==> src/rtl/pc_fetch_unit.sv <==
// pc_fetch_unit: instruction-fetch stage.
// Owns the program counter and the IF/ID pipeline register.
// Applies redirects and halts from branch resolution, and holds on a hazard stall.
// Runs a RUN/HALT state machine.
// Optional feature macro: FETCH_PERF_CNT_EN adds saturating fetch/redirect/stall counters.
module pc_fetch_unit #(
    parameter int unsigned PC_W      = 9,
    parameter logic [31:0] NOP_INSTR = 32'h0000_0013
) (
    input  logic            clk,
    input  logic            reset,
    input  logic            Stall,
    input  logic            PcSel,
    input  logic [31:0]     BrPC,
    input  logic            Halt,
    input  logic            Resume,
    input  logic [31:0]     Inst_Rdata,
    output logic [PC_W-1:0] Inst_Addr,
    output logic [PC_W-1:0] Cur_PC,
    output logic [PC_W-1:0] IfId_PC,
    output logic [31:0]     IfId_Instr,
    output logic            IfId_Valid,
    output logic            Halted,
    output logic            Misalign
`ifdef FETCH_PERF_CNT_EN
    ,
    output logic [31:0]     Fetch_Cnt,
    output logic [31:0]     Redirect_Cnt,
    output logic [31:0]     Stall_Cnt
`endif
);

    typedef enum logic {
        ST_RUN  = 1'b0,
        ST_HALT = 1'b1
    } state_e;

    state_e          state_q, state_d;
    logic [PC_W-1:0] pc_q, pc_d;
    logic [PC_W-1:0] ifid_pc_q, ifid_pc_d;
    logic [31:0]     ifid_instr_q, ifid_instr_d;
    logic            ifid_valid_q, ifid_valid_d;
    logic            misalign_q, misalign_d;

    // Only the low PC_W bits of the redirect target address instruction memory.
    logic unused_brpc_hi;
    assign unused_brpc_hi = ^BrPC[31:PC_W];

`ifdef FETCH_PERF_CNT_EN
    logic [31:0] fetch_cnt_q, fetch_cnt_d;
    logic [31:0] redir_cnt_q, redir_cnt_d;
    logic [31:0] stall_cnt_q, stall_cnt_d;

    function automatic logic [31:0] sat_inc(input logic [31:0] v);
        return (v == 32'hFFFF_FFFF) ? v : v + 32'd1;
    endfunction
`endif

    // Next-state logic: redirect beats stall, stall beats sequential fetch; HALT forces bubbles.
    always_comb begin
        state_d      = state_q;
        pc_d         = pc_q;
        ifid_pc_d    = ifid_pc_q;
        ifid_instr_d = ifid_instr_q;
        ifid_valid_d = ifid_valid_q;
        misalign_d   = misalign_q;
`ifdef FETCH_PERF_CNT_EN
        fetch_cnt_d  = fetch_cnt_q;
        redir_cnt_d  = redir_cnt_q;
        stall_cnt_d  = stall_cnt_q;
`endif
        if (state_q == ST_RUN) begin
            if (PcSel) begin
                pc_d         = {BrPC[PC_W-1:2], 2'b00};
                ifid_instr_d = NOP_INSTR;
                ifid_valid_d = 1'b0;
                if (BrPC[1:0] != 2'b00) begin
                    misalign_d = 1'b1;
                end
                if (Halt) begin
                    state_d = ST_HALT;
                end
`ifdef FETCH_PERF_CNT_EN
                redir_cnt_d = sat_inc(redir_cnt_q);
`endif
            end else if (Stall) begin
`ifdef FETCH_PERF_CNT_EN
                stall_cnt_d = sat_inc(stall_cnt_q);
`endif
            end else begin
                pc_d         = pc_q + PC_W'(4);
                ifid_pc_d    = pc_q;
                ifid_instr_d = Inst_Rdata;
                ifid_valid_d = 1'b1;
`ifdef FETCH_PERF_CNT_EN
                fetch_cnt_d  = sat_inc(fetch_cnt_q);
`endif
            end
        end else begin
            ifid_instr_d = NOP_INSTR;
            ifid_valid_d = 1'b0;
            if (Resume) begin
                state_d = ST_RUN;
            end
        end
    end

    // State registers with synchronous, highest-priority reset.
    always_ff @(posedge clk) begin
        if (reset) begin
            state_q      <= ST_RUN;
            pc_q         <= '0;
            ifid_pc_q    <= '0;
            ifid_instr_q <= NOP_INSTR;
            ifid_valid_q <= 1'b0;
            misalign_q   <= 1'b0;
`ifdef FETCH_PERF_CNT_EN
            fetch_cnt_q  <= '0;
            redir_cnt_q  <= '0;
            stall_cnt_q  <= '0;
`endif
        end else begin
            state_q      <= state_d;
            pc_q         <= pc_d;
            ifid_pc_q    <= ifid_pc_d;
            ifid_instr_q <= ifid_instr_d;
            ifid_valid_q <= ifid_valid_d;
            misalign_q   <= misalign_d;
`ifdef FETCH_PERF_CNT_EN
            fetch_cnt_q  <= fetch_cnt_d;
            redir_cnt_q  <= redir_cnt_d;
            stall_cnt_q  <= stall_cnt_d;
`endif
        end
    end

    assign Inst_Addr  = pc_q;
    assign Cur_PC     = pc_q;
    assign IfId_PC    = ifid_pc_q;
    assign IfId_Instr = ifid_instr_q;
    assign IfId_Valid = ifid_valid_q;
    assign Halted     = (state_q == ST_HALT);
    assign Misalign   = misalign_q;
`ifdef FETCH_PERF_CNT_EN
    assign Fetch_Cnt    = fetch_cnt_q;
    assign Redirect_Cnt = redir_cnt_q;
    assign Stall_Cnt    = stall_cnt_q;
`endif

endmodule

==> config.mk <==
export PLATFORM = sky130hd
export DESIGN_NAME = pc_fetch_unit
export DESIGN_NICKNAME = d
export VERILOG_FILES = /design/src/rtl/pc_fetch_unit.sv
export SDC_FILE = /design/constraint.sdc
export NUM_CORES = 1
export LEC_CHECK = 0
export ABC_AREA = 0
export BUFFER_PORTS_ARGS = -buffer_cell sky130_fd_sc_hd__buf_2
export CAP_MARGIN = 5
export CORE_MARGIN = 2
export CORE_UTILIZATION = 39
export CTS_BUF_LIST = sky130_fd_sc_hd__clkbuf_8
export CTS_CLUSTER_DIAMETER = 100
export DETAILED_ROUTE_END_ITERATION = 8
export PLACE_DENSITY = 0.84
export REMOVE_ABC_BUFFERS = 1
export SYNTH_ARGS = -nofsm -noshare
export SYNTH_HDL_FRONTEND = slang
export SYNTH_SLANG_ARGS = --single-unit
==> constraint.sdc <==
create_clock -name clk -period 1.45 [get_ports clk]
set_clock_uncertainty 0.2 [all_clocks]
set_input_delay 0.145 -clock clk [delete_from_list [all_inputs] [get_ports clk]]
set_output_delay 0.145 -clock clk [all_outputs]
set_load 0.03 [all_outputs]
==> impl_metrics.json, run 1 <==
{
  "postSynth.topFlopCell": "dfxtp_1",
  "timing.final.crit_share_pct": 102,
  "end_kind": "flop",
  "setup_viol": 2,
  "global_route_usage_sum_pct": 19.3,
  "drt-vias-per-instance": 4.71,
  "clk_path_buf_depth": 2,
  "ys_types": 38,
  "worstPathRequired_ns": 1.48,
  "clock.fmax_mhz": 679,
  "total_leakage_power_nw": 1.59,
  "route.detailed.drc": 0,
  "effective_utilization_at_floorplan_pct": 40.4,
  "vias_in_the_first_global_route": 2025,
  "placementRows": 26,
  "run_status": "complete, but fails checks",
  "number_of_sinks_driven_by_the_clock_tree": 49,
  "global_route.peak_usage_layer": "met2",
  "cts-root-buf": "clkbuf_8",
  "synth.largest_area_cell": "dfxtp_1",
  "grt_pass1_wl_mm": 9.16,
  "vdd_ir_drop_max_mv": 0.571,
  "totalWireLength_mm": 5.63,
  "grt_use_met1_pct": 20.5,
  "power-per-cell-area_nw_per_um2": 986,
  "grt_start_max_net_pins": 34,
  "final_cell_count_no_fill": 425,
  "ys_warn_count": 0,
  "critPathMaxFanout": 4,
  "cts_max_level": 2,
  "gp_congestion": 0.780,
  "wl_per_cell_um": 13.3,
  "number_of_antenna_violations_at_the_first_check_in_global_routing": 0,
  "synth_top_area_share_pct": 47.8,
  "synth-edff-count": 0,
  "post_dp_area_um2": 2650,
  "max_cap_violations": 0,
  "io_buffers": 102,
  "synth.yosys.seq_area_share_pct": 47.8,
  "finalPower_mw": 3.11,
  "clk_transition_reported_paths_ns": 0.08,
  "detailedRoute.firstIterationViolations": 102,
  "cts_buffers": 5,
  "failed_checks": "negative setup slack",
  "area_growth_syn_to_fin_pct": 54.0,
  "fraction_of_registers_with_async_set_reset_pct": 0,
  "syn-cell-area_um2": 2050,
  "core_region_area_um2": 5070,
  "startpoint_type": "flop",
  "finalHoldViolations": 0,
  "diodes": 0,
  "fin_area_um2": 3160,
  "rsz0062_at_grt": "true",
  "vias": 2002,
  "critPathArrivalTime_ns": 1.50,
  "antenna_left": 0,
  "io-pin-count": 132,
  "synth_cells": 208,
  "detailedPlacementHpwl_mm": 3.72,
  "grt_overflow": 0,
  "timing_max_transition_violations_final": 0,
  "fp.dieW_um": 76.5,
  "grt.met3_usage_pct": 4.38,
  "dieArea_um2": 5850,
  "syn_area_per_cell_um2": 9.86,
  "ys_ff_latch": 49,
  "dpl.cell_count": 380,
  "tritoncts": "built",
  "critPathKind": "flop to flop",
  "hold_class": "input port to flop",
  "drtPass1Iterations": 4,
  "layout-drive-gt1-share_pct": 40.6,
  "die_h_um": 76.5,
  "fillCellCount": 432,
  "grt_use_met2_pct": 36.9,
  "pre_cts_setup_slack_ns": -0.0388,
  "area_contributors_post_synth": "dfxtp_1 (48%), mux2i_1 (18%), nor2_1 (7.9%)",
  "final_worst_setup_slack_ns": -0.0235,
  "clkLatencyLatePin_ns": 0.29,
  "layout.nets": 425,
  "fin_crit_ns": 1.47
}
kinds of logic after synthesis:
kind of cell,share of synthesized area [%]
simple gates,13.6
flops,47.8
mux,18.6
buf+inv,9.33
compound gates,9.82
fa+ha+maj,0.610
other cells,0.183
per-stage QoR:
stage               util, %  hold WS (ns)  TNS [ns]
finish                 62.2        0.0138   -0.0352
global route           62.2        0.0177    -0.223
CTS                    61.6       0.00117  -0.00489
detailed placement     52.2         0.184    -0.127
global placement       52.2         0.172   -0.0292
floorplan                 -        0.0141    -14.76
area by class of cell:
type / count / area, um2 / area share [%]
clock inverter: 2 / 33.8 / 1.07
tap: 70 / 87.6 / 2.77
multi-input combinational: 136 / 920 / 29.1
clock buffer: 6 / 82.6 / 2.61
timing repair buffer: 159 / 1040 / 32.9
inverter: 3 / 11.3 / 0.357
sequential: 49 / 985 / 31.2
timing repair:
| item | 4_1_cts | 5_1_grt |
|---|---|---|
| buffers inserted | 0 | 2 |
| hold endpoints to repair | 35 | 0 |
| pin swaps | 1 | 1 |
| gates resized for setup | 3 | 6 |
| endpoints found under the setup margin | 2 | 22 |
| hold buffers | 35 | 0 |
synth_stat cells (2+ instances only):
cell,n
a211o_1,3
a21oi_1,5
a221oi_1,2
a22o_1,2
buf_2,6
buf_4,13
buf_6,4
clkbuf_1,2
dfxtp_1,49
inv_1,2
mux2i_1,37
nand2_1,7
nand3_1,3
nor2_1,43
nor2b_1,3
o21ai_0,5
power by group:
| part | leakage (nW) | internal [mW] | switching (mW) | total, mW |
|---|---|---|---|---|
| Combinational | 1.12 | 0.302 | 0.378 | 0.680 |
| Clock | 0.0626 | 0.556 | 0.435 | 0.990 |
| Sequential | 0.401 | 1.40 | 0.0408 | 1.44 |
final timing paths:
| path | start | endpoint | slack, ns | cells after the start |
|---|---|---|---|---|
| setup / recovery | Cur_PC[2]$_SDFFE_PP0P_ | Cur_PC[7]$_SDFFE_PP0P_ | -0.02 | 5 |
| hold reg to reg | IfId_Valid$_SDFFE_PP0N_ | IfId_Valid$_SDFFE_PP0N_ | 0.26 | 2 |
| hold / removal | Halt | Halted$_SDFF_PP0_ | 0.01 | 4 |
| setup reg to reg | Cur_PC[2]$_SDFFE_PP0P_ | Cur_PC[7]$_SDFFE_PP0P_ | -0.02 | 5 |
flip-flops by register name, indices dropped and copies added (netlist names):
register    cells
Cur_PC          7
Halted          1
IfId_Instr     32
IfId_PC         7
IfId_Valid      1
Misalign        1
critical path: stages, from the launching register on:
cell and delay, ns:
dfxtp_2 0.35, buf_4 0.13, and4_4 0.22, nand3b_1 0.08, a221o_1 0.32, a21oi_1 0.11
cells in the final DEF, fill, tap and decap left out, drive strengths merged, types with 3 or more instances in the layout:
cell type    Yosys  routed
nor2            44      44
a21oi            6       6
nand3            3       3
o21ai            6       6
inv              3       4
buf             23     124
conb             1       6
clkbuf           2       6
nor2b            3       3
dlygate4sd3      0      35
dfxtp           49      49
nand2            7       7
a211o            3       3
mux2i           37      37
per-layer routing:
layer	part of all wire, %	wire (um)
met5	0	0
met4	2.3	129
met3	4.3	245
met2	55	3120
met1	38	2140
No activity file was read; power rests on OpenSTA's default activity.
==> run 2, diff against run 1 <==
- PLACE_DENSITY: 0.84 -> 0.79
==> impl_metrics.json, run 2 (synthesis gave the netlist of run 1 again) <==
{
  "run_status": "complete, but fails checks",
  "failed_checks": "negative setup slack",
  "timing_max_transition_violations_final": 0,
  "number_of_antenna_violations_at_the_first_check_in_global_routing": 0,
  "max_stage_delay_ns": 0.34,
  "global_route.peak_usage_layer": "met2",
  "gp_congestion": 0.733,
  "drtPass1Iterations": 4,
  "seq_power_share_pct": 47.8,
  "layout.nets": 431,
  "finalPower_mw": 3.02,
  "fillCellCount": 403,
  "power.share.combinational_pct": 24.0,
  "core_region_area_um2": 5070,
  "mostFrequentLayoutCells": "buf_2 (99), dfxtp_1 (45), nor2_1 (43)",
  "drt-vias-per-instance": 4.61,
  "rsz0062_at_grt": "true",
  "grt_overflow": 0,
  "io_buffers": 102,
  "max_reg_flops": 32,
  "final_cell_count_no_fill": 431,
  "global_route_usage_sum_pct": 19.8,
  "vdd_ir_drop_max_mv": 0.668,
  "hold_path_depth": 3,
  "effective_utilization_at_floorplan_pct": 40.4,
  "grt_use_met1_pct": 20.7,
  "timing.final.crit_share_pct": 102,
  "timing.reg2reg.worst_path_depth": 5,
  "critPathMaxFanout": 3,
  "switching_share_of_power_pct": 30.7,
  "clock.fmax_mhz": 679,
  "die_h_um": 76.5,
  "critPathKind": "flop to flop",
  "detailedPlacementHpwl_mm": 3.59,
  "hold_class": "input port to flop",
  "path_delay_family": "compound AO/OA/AOI/OAI gates",
  "power-per-cell-area_nw_per_um2": 930,
  "detailedRoute.firstIterationViolations": 93,
  "total_leakage_power_nw": 1.61,
  "clkLatencyLatePin_ns": 0.30,
  "buffers_and_inverters_on_the_worst_path": 1,
  "layout-drive-gt1-share_pct": 43.2,
  "timing.critical_path.cells": "buf_6, and4_4, a221oi_1, o21ai_0, a21oi_2",
  "end_kind": "flop",
  "tritoncts": "built",
  "totalWireLength_mm": 5.74,
  "fp.dieW_um": 76.5,
  "cts-root-buf": "clkbuf_8",
  "grt_pass1_wl_mm": 9.37,
  "grt_start_max_net_pins": 37,
  "cts_max_level": 2,
  "critPathArrivalTime_ns": 1.52,
  "utilization_pct": 64.0,
  "r2r_setup_slack_ns": -0.02,
  "worstPathRequired_ns": 1.50,
  "layout.cells.most_common": "buf_2",
  "antenna_left": 0,
  "cts_buffers": 5,
  "tns_ns": -0.0331,
  "switching_power_uw": 926,
  "timing.hold.worst.start": "reset",
  "placementRows": 26,
  "setup_viol": 2,
  "worst_hold_margin_ns": 0.0159,
  "grt_use_met2_pct": 36.5,
  "diodes": 0,
  "crit-reg2reg-capture": "Cur_PC[7]$_SDFFE_PP0P_",
  "pre_cts_setup_slack_ns": -0.0755,
  "dpl.cell_count": 381,
  "final_worst_setup_slack_ns": -0.0236,
  "clk_transition_reported_paths_ns": 0.10,
  "clockPowerShare_pct": 28.2,
  "internal-power_mw": 2.09,
  "fin_crit_ns": 1.47,
  "post_dp_area_um2": 2660,
  "vias": 1989,
  "dieArea_um2": 5850,
  "startpoint_type": "flop",
  "crit_path_top_delay_cell": "dfxtp_2",
  "route.detailed.drc": 0,
  "wl_per_cell_um": 13.3,
  "max_cap_violations": 0,
  "finalHoldViolations": 0,
  "hold_path_end": "IfId_Instr[4]$_SDFFE_PP1N_",
  "vias_in_the_first_global_route": 2013,
  "grt.met3_usage_pct": 5.33,
  "area_growth_syn_to_fin_pct": 58.5,
  "number_of_sinks_driven_by_the_clock_tree": 49,
  "io-pin-count": 132,
  "clk_path_buf_depth": 2,
  "crit-reg2reg-launch": "Cur_PC[2]$_SDFFE_PP0P_",
  "fin_area_um2": 3250
}
==> run 2: cell types whose count changed in the layout (fill, tap and decap cells not counted), sizes merged <==
cell,previous run,this run
inv,4,6
bufinv,1,0
dlygate4sd3,35,38
buf,124,126
==> run 2: worst register-to-register path, cell delays in order (launching register included) <==
cell      delay, ns
dfxtp_2        0.34
buf_6          0.12
and4_4         0.16
a221oi_1       0.32
o21ai_0        0.15
a21oi_2        0.14
==> run 2: layer usage <==
layer  share of wire, %  vias to the layer above
li1                   -                      996
met1                 38                      889
met2                 53                       88
met3                6.6                       16
met4                2.5                        0
met5                  0                        -
==> run 2: final cells by class <==
cell class                      count  area (um2)  area share, %
Clock inverter                      3        26.3          0.809
Tap cell                           70        87.6           2.70
Sequential cell                    49         986           30.3
Inverter                            3        11.3          0.347
Timing Repair Buffer              165        1120           34.5
Multi-Input combinational cell    136         948           29.2
Clock buffer                        5        68.8           2.12
==> run 2: timing repair <==
| item | CTS | global route |
|---|---|---|
| hold endpoints to repair | 37 | 0 |
| pin swaps | 6 | 2 |
| hold buffers | 38 | 0 |
| gates resized for setup | 8 | 20 |
| buffers inserted | 3 | 1 |
| setup endpoints to repair | 4 | 28 |
==> run 2: worst max-delay path by stage <==
stage / start / to / cells past startpoint
finish: Cur_PC[2]$_SDFFE_PP0P_ / Cur_PC[7]$_SDFFE_PP0P_ / 5
global route: Cur_PC[3]$_SDFFE_PP0P_ / Cur_PC[7]$_SDFFE_PP0P_ / 5
CTS: Cur_PC[3]$_SDFFE_PP0P_ / Cur_PC[6]$_SDFFE_PP0P_ / 6
detailed placement: Cur_PC[2]$_SDFFE_PP0P_ / Cur_PC[6]$_SDFFE_PP0P_ / 6
global placement: Cur_PC[2]$_SDFFE_PP0P_ / Cur_PC[6]$_SDFFE_PP0P_ / 6
floorplan: Cur_PC[2]$_SDFFE_PP0P_ / Cur_PC[8]$_SDFFE_PP0P_ / 5
==> run 2: power groups by stage <==
stage | logic (mW) | registers, mW | clock network (mW)
6_report | 0.725 | 1.45 | 0.851
3_3_place_gp | 0.577 | 1.47 | 0
2_1_floorplan | 0.174 | 1.62 | 0
3_5_place_dp | 0.587 | 1.47 | 0
5_1_grt | 0.773 | 1.45 | 0.943
4_1_cts | 0.683 | 1.44 | 0.885
